File: src/rtl/backtrack_controller.sv
// Conflict backtracker for the DPLL trace stack.
// Ports: clock/reset, start/busy/done/unsat,
//   backtrack_count, ext_* push request in,
//   tt_* trace table command/response,
//   va_* variable-table clear/set.
module backtrack_controller #(
   parameter int NUM_VARIABLE     = 128,
   parameter int VARIABLE_INDEXES = 8
) (
   input  logic                      clock,
   input  logic                      reset,
   input  logic                      start,
   output logic                      busy,
   output logic                      done,
   output logic                      unsat,
   output logic [VARIABLE_INDEXES:0] backtrack_count,
   input  logic                      ext_push,
   input  logic                      ext_type,
   input  logic                      ext_val,
   input  logic [VARIABLE_INDEXES:0] ext_variable,
   output logic                      ext_ready,
   output logic                      tt_en,
   output logic                      tt_rw,
   output logic                      tt_type,
   output logic                      tt_val,
   output logic [VARIABLE_INDEXES:0] tt_variable,
   input  logic                      tt_type_out,
   input  logic                      tt_val_out,
   input  logic [VARIABLE_INDEXES:0] tt_variable_out,
   input  logic                      tt_empty,
   output logic                      va_clear,
   output logic                      va_set,
   output logic [VARIABLE_INDEXES:0] va_variable,
   output logic                      va_value
);

   localparam int W = VARIABLE_INDEXES + 1;

   // The index must be wide enough to name
   // every variable the stack can hold.
   if (NUM_VARIABLE > (2 ** W)) begin : g_bad
      $error("index too narrow for stack");
   end

   typedef enum logic [2:0] {
      S_IDLE,
      S_POP_REQ,
      S_POP_WAIT,
      S_PUSH_FLIP,
      S_DONE,
      S_UNSAT
   } state_t;

   state_t         r_state;
   state_t         w_next;
   logic [W-1:0]   r_count;
   logic [W-1:0]   r_var;
   logic           r_val;
   logic           w_accept;
   logic           w_go;
   logic           w_decide;

   assign w_go     = (r_state == S_IDLE) & start;
   assign w_decide = (r_state == S_POP_WAIT)
                   & ~tt_type_out;

   always_ff @(posedge clock or negedge reset) begin
      if (!reset) begin
         r_state <= S_IDLE;
         r_count <= '0;
         r_var   <= '0;
         r_val   <= 1'b0;
      end else begin
         r_state <= w_next;
         if (w_go) begin
            r_count <= '0;
         end else if (r_state == S_POP_WAIT &&
                      r_count != '1) begin
            r_count <= r_count + 1'b1;
         end
         // Keep the decision flipped, ready to push.
         if (w_decide) begin
            r_var <= tt_variable_out;
            r_val <= ~tt_val_out;
         end
      end
   end

   assign backtrack_count = r_count;
   assign busy = (r_state != S_IDLE);

   // Gated by reset so a held external request
   // cannot reach the trace table during reset.
   assign w_accept = reset & ext_push & ~start;

   always_comb begin
      w_next      = r_state;
      done        = 1'b0;
      unsat       = 1'b0;
      ext_ready   = 1'b0;
      tt_en       = 1'b0;
      tt_rw       = 1'b0;
      tt_type     = 1'b0;
      tt_val      = 1'b0;
      tt_variable = '0;
      va_clear    = 1'b0;
      va_set      = 1'b0;
      va_variable = '0;
      va_value    = 1'b0;
      unique case (r_state)
         S_IDLE: begin
            ext_ready   = w_accept;
            tt_en       = w_accept;
            tt_rw       = reset;
            tt_type     = ext_type & reset;
            tt_val      = ext_val & reset;
            tt_variable = ext_variable
                        & {W{reset}};
            if (start) begin
               w_next = tt_empty ? S_UNSAT
                                 : S_POP_REQ;
            end
         end
         S_POP_REQ: begin
            tt_en  = 1'b1;
            tt_rw  = 1'b0;
            w_next = S_POP_WAIT;
         end
         S_POP_WAIT: begin
            va_clear    = 1'b1;
            va_variable = tt_variable_out;
            if (!tt_type_out) begin
               w_next = S_PUSH_FLIP;
            end else if (tt_empty) begin
               w_next = S_UNSAT;
            end else begin
               w_next = S_POP_REQ;
            end
         end
         S_PUSH_FLIP: begin
            tt_en       = 1'b1;
            tt_rw       = 1'b1;
            tt_type     = 1'b1;
            tt_val      = r_val;
            tt_variable = r_var;
            va_set      = 1'b1;
            va_variable = r_var;
            va_value    = r_val;
            w_next      = S_DONE;
         end
         S_DONE: begin
            done   = 1'b1;
            w_next = S_IDLE;
         end
         S_UNSAT: begin
            unsat  = 1'b1;
            w_next = S_IDLE;
         end
         default: begin
            w_next = S_IDLE;
         end
      endcase
   end

endmodule

File: config.mk
export PLATFORM = sky130hd
export DESIGN_NAME = backtrack_controller
export DESIGN_NICKNAME = d
export VERILOG_FILES = /design/src/rtl/backtrack_controller.sv
export SDC_FILE = /design/constraint.sdc
export NUM_CORES = 1
export LEC_CHECK = 0
export ABC_CLOCK_PERIOD_IN_PS = 6800
export CAP_MARGIN = 20
export CORE_ASPECT_RATIO = 1.75
export CORE_MARGIN = 2
export CORE_UTILIZATION = 42
export CTS_CLUSTER_SIZE = 25
export DETAILED_ROUTE_END_ITERATION = 16
export GPL_ROUTABILITY_DRIVEN = 0
export GPL_TIMING_DRIVEN = 0
export PLACE_DENSITY_LB_ADDON = 0.3
export SYNTH_ARGS = -nofsm -noshare
export SYNTH_HDL_FRONTEND = slang
export SYNTH_SLANG_ARGS = --single-unit
File: constraint.sdc
create_clock -name clock -period 6.8 [get_ports clock]
set_clock_uncertainty 0.15 [all_clocks]
set_input_delay 0.68 -clock clock [delete_from_list [all_inputs] [get_ports clock]]
set_output_delay 0.68 -clock clock [all_outputs]
set_load 0.1 [all_outputs]
==> results_dict.tcl <==
set metrics [dict create \
    drc 0 \
    synth_top_cell_area_share 0.434 \
    cts-root-buf "clkbuf_8" \
    hold_viol_final 0 \
    yosys_warnings 0 \
    firstDrtPassIters 4 \
    synth_cells 128 \
    fmax_mhz 217 \
    path_clk_slew_ns 0.07 \
    synth_top_family_by_area "compound AO/OA/AOI/OAI gates" \
    routed_wirelength_um 3690 \
    track_usage 0.225 \
    synth_edf_count 0 \
    insertion_delay_ns 0.25 \
    ys_seq_area_frac 0.434 \
    drt-initial-drc-count 47 \
    clock_sinks 22 \
    initial_core_util 0.438 \
    avgRoutedWirePerCell_um 16.5 \
    synthAdderAreaFrac 0.0197 \
    worstPathArrival_ns 3.78 \
    post_cts_buffers 0 \
    yosysMostFrequentCell "dfrtp_1" \
    die_h_um 76.7 \
    setup_violations 0 \
    setup_tns_ns 0 \
    synthMuxAreaShare 0.0957 \
    cts_tree "done" \
    nets 227 \
    synth_area_leaders "dfrtp_1, a22o_1, mux2_2, nand3_1, a21oi_1" \
    synth-compound-area-share 0.202 \
    die_area_mm2 0.00349 \
    synthSimpleGateAreaFrac 0.196 \
    grt_max_degree 24 \
    antenna_found_initial 0 \
    rsz0062_at_grt "false" \
    ios 65 \
    synth_top_cells_by_count "dfrtp_1, a22o_1, mux2_2" \
    area_delta_synth_final_pct 57.7 \
    max_slew.worst_pin.slew_ns 0.990 \
    slew_headroom 0.338 \
    critPathKind "primary input to primary output" \
    synthArstFlopShare 1.00 \
    endpoint_kind "primary output" \
    dp.final_hpwl_um 2950 \
    yosys.area.top_type "dfrtp_1" \
    synth_cell_types 29 \
    syn-num-nets 157 \
    synth-seq-cells 22 \
    grt_pass1_wl_um 6020 \
    syn_area_mm2 0.00127 \
    rows 26 \
    hp-class "flop to flop" \
    final_layout_size_suffix_gt1_frac 0.0969 \
    maxCapViolCount 0 \
    vias 1305 \
    grt_pass1_vias 1376 \
    overflow 0 \
    cts_buffers 3 \
    portBuffers 64 \
    cts_max_level 1 \
    required_ns 5.97 \
    post_cts_resized 0 \
    path_max_fanout 10 \
    crit_path_start_kind "primary input" \
    n_antenna_cell 0 \
    die_w_um 45.5 \
    ant_nets 0 \
    core-area_mm2 0.00290 \
    avgSynthCellArea_um2 9.91 \
    synth_xor_area_frac 0 \
    cts_buffer_depth 2 \
    slew_violations 0 \
    layout_min_cycle_time_ns 4.61 \
    fin_crit_sh 0.678 \
    via_per_inst 5.83 \
    outcome "finished, final reports clean" \
    synth-main-ff-cell "dfrtp_1" \
    ctsHoldBuffers 0 \
]
-- cells in the final DEF (no fill, tap or decap) --
cell and count:
clkdlybuf4s50_1 64, dfrtp_1 22, a22o_1 18, mux2_2 9, nand2_1 8, clkbuf_1 7, nand3_1 7, nor2_1 7
a21oi_1 6, inv_1 5, a21o_1 4, or3_1 3, nor4b_1 3, nor3_1 3, o21ai_0 3, clkbuf_8 3
and3_1 2, nand4_1 2, nand2b_1 2, buf_2 2, o31ai_1 2, or4_1 2, mux2i_1 2, ha_1 2
buf_6 1, and3b_1 1, or2_2 1, and2_1 1, or4b_4 1, or4b_2 1, a32oi_1 1, buf_8 1
-- area by class of cell --
cell class,instances,area [um^2]
flip-flops and latches,22,551
well taps,28,35.0
repair buffers,65,656
plain buffers,10,47.5
clock buffers,3,41.3
fillers,233,895
inverters,5,18.8
multi-input cells,91,652
-- through the flow --
stage               setup slack, ns  utilization  instance area (um^2)  std cells  hold WS, ns
CTS                            1.68        0.686                  1990        223        0.394
finish                         2.19        0.691                  2000        224        0.385
global placement               1.74        0.672                  1940        220        0.356
floorplan                      3.17            -                  1270        128        0.234
detailed placement             1.70        0.672                  1940        220        0.376
global route                   1.92        0.691                  2000        224        0.418
-- state kept, by name, indices dropped and copies added, names as in the netlist --
signal           cells
backtrack_count      9
r_state              3
r_val                1
r_var                9
-- cell families after synthesis --
logic type	after synthesis
adders and majority gates	2
and+or+nand+nor	44
buffers and inverters	15
DFF	22
muxes	11
AOI/OAI and AO/OA	34
-- worst max-delay path, stage by stage --
cell and delay (ns):
clkdlybuf4s50_1 0.75, nor4b_1 0.56, clkbuf_1 0.44, a22o_1 0.21, clkdlybuf4s50_1 1.13
-- metal layers --
layer | vias up | share of wire | GRT usage
li1 | 614 | - | -
met1 | 613 | 0.34 | 0.225
met2 | 72 | 0.56 | 0.420
met3 | 6 | 0.088 | 0.0494
met4 | 0 | 0.012 | 0.0765
met5 | - | 0 | 0
-- path summary, 6_finish.rpt --
kind                                 endpoint  cells after the start          startpoint  slack, ns
setup reg to reg           backtrack_count[5]                      8  backtrack_count[0]       4.38
max in group asynchronous            r_var[6]                      2               reset       5.46
hold reg to reg                         r_val                      2               r_val       0.39
hold / removal                          r_val                      2               r_val       0.39
setup / recovery               tt_variable[2]                      5               reset       2.19
min in group asynchronous            r_var[1]                      1               reset       0.59
Power is left out: the tool's default activity adds up to more than one toggle a clock period on the data nets, which glitch-free logic cannot reach.
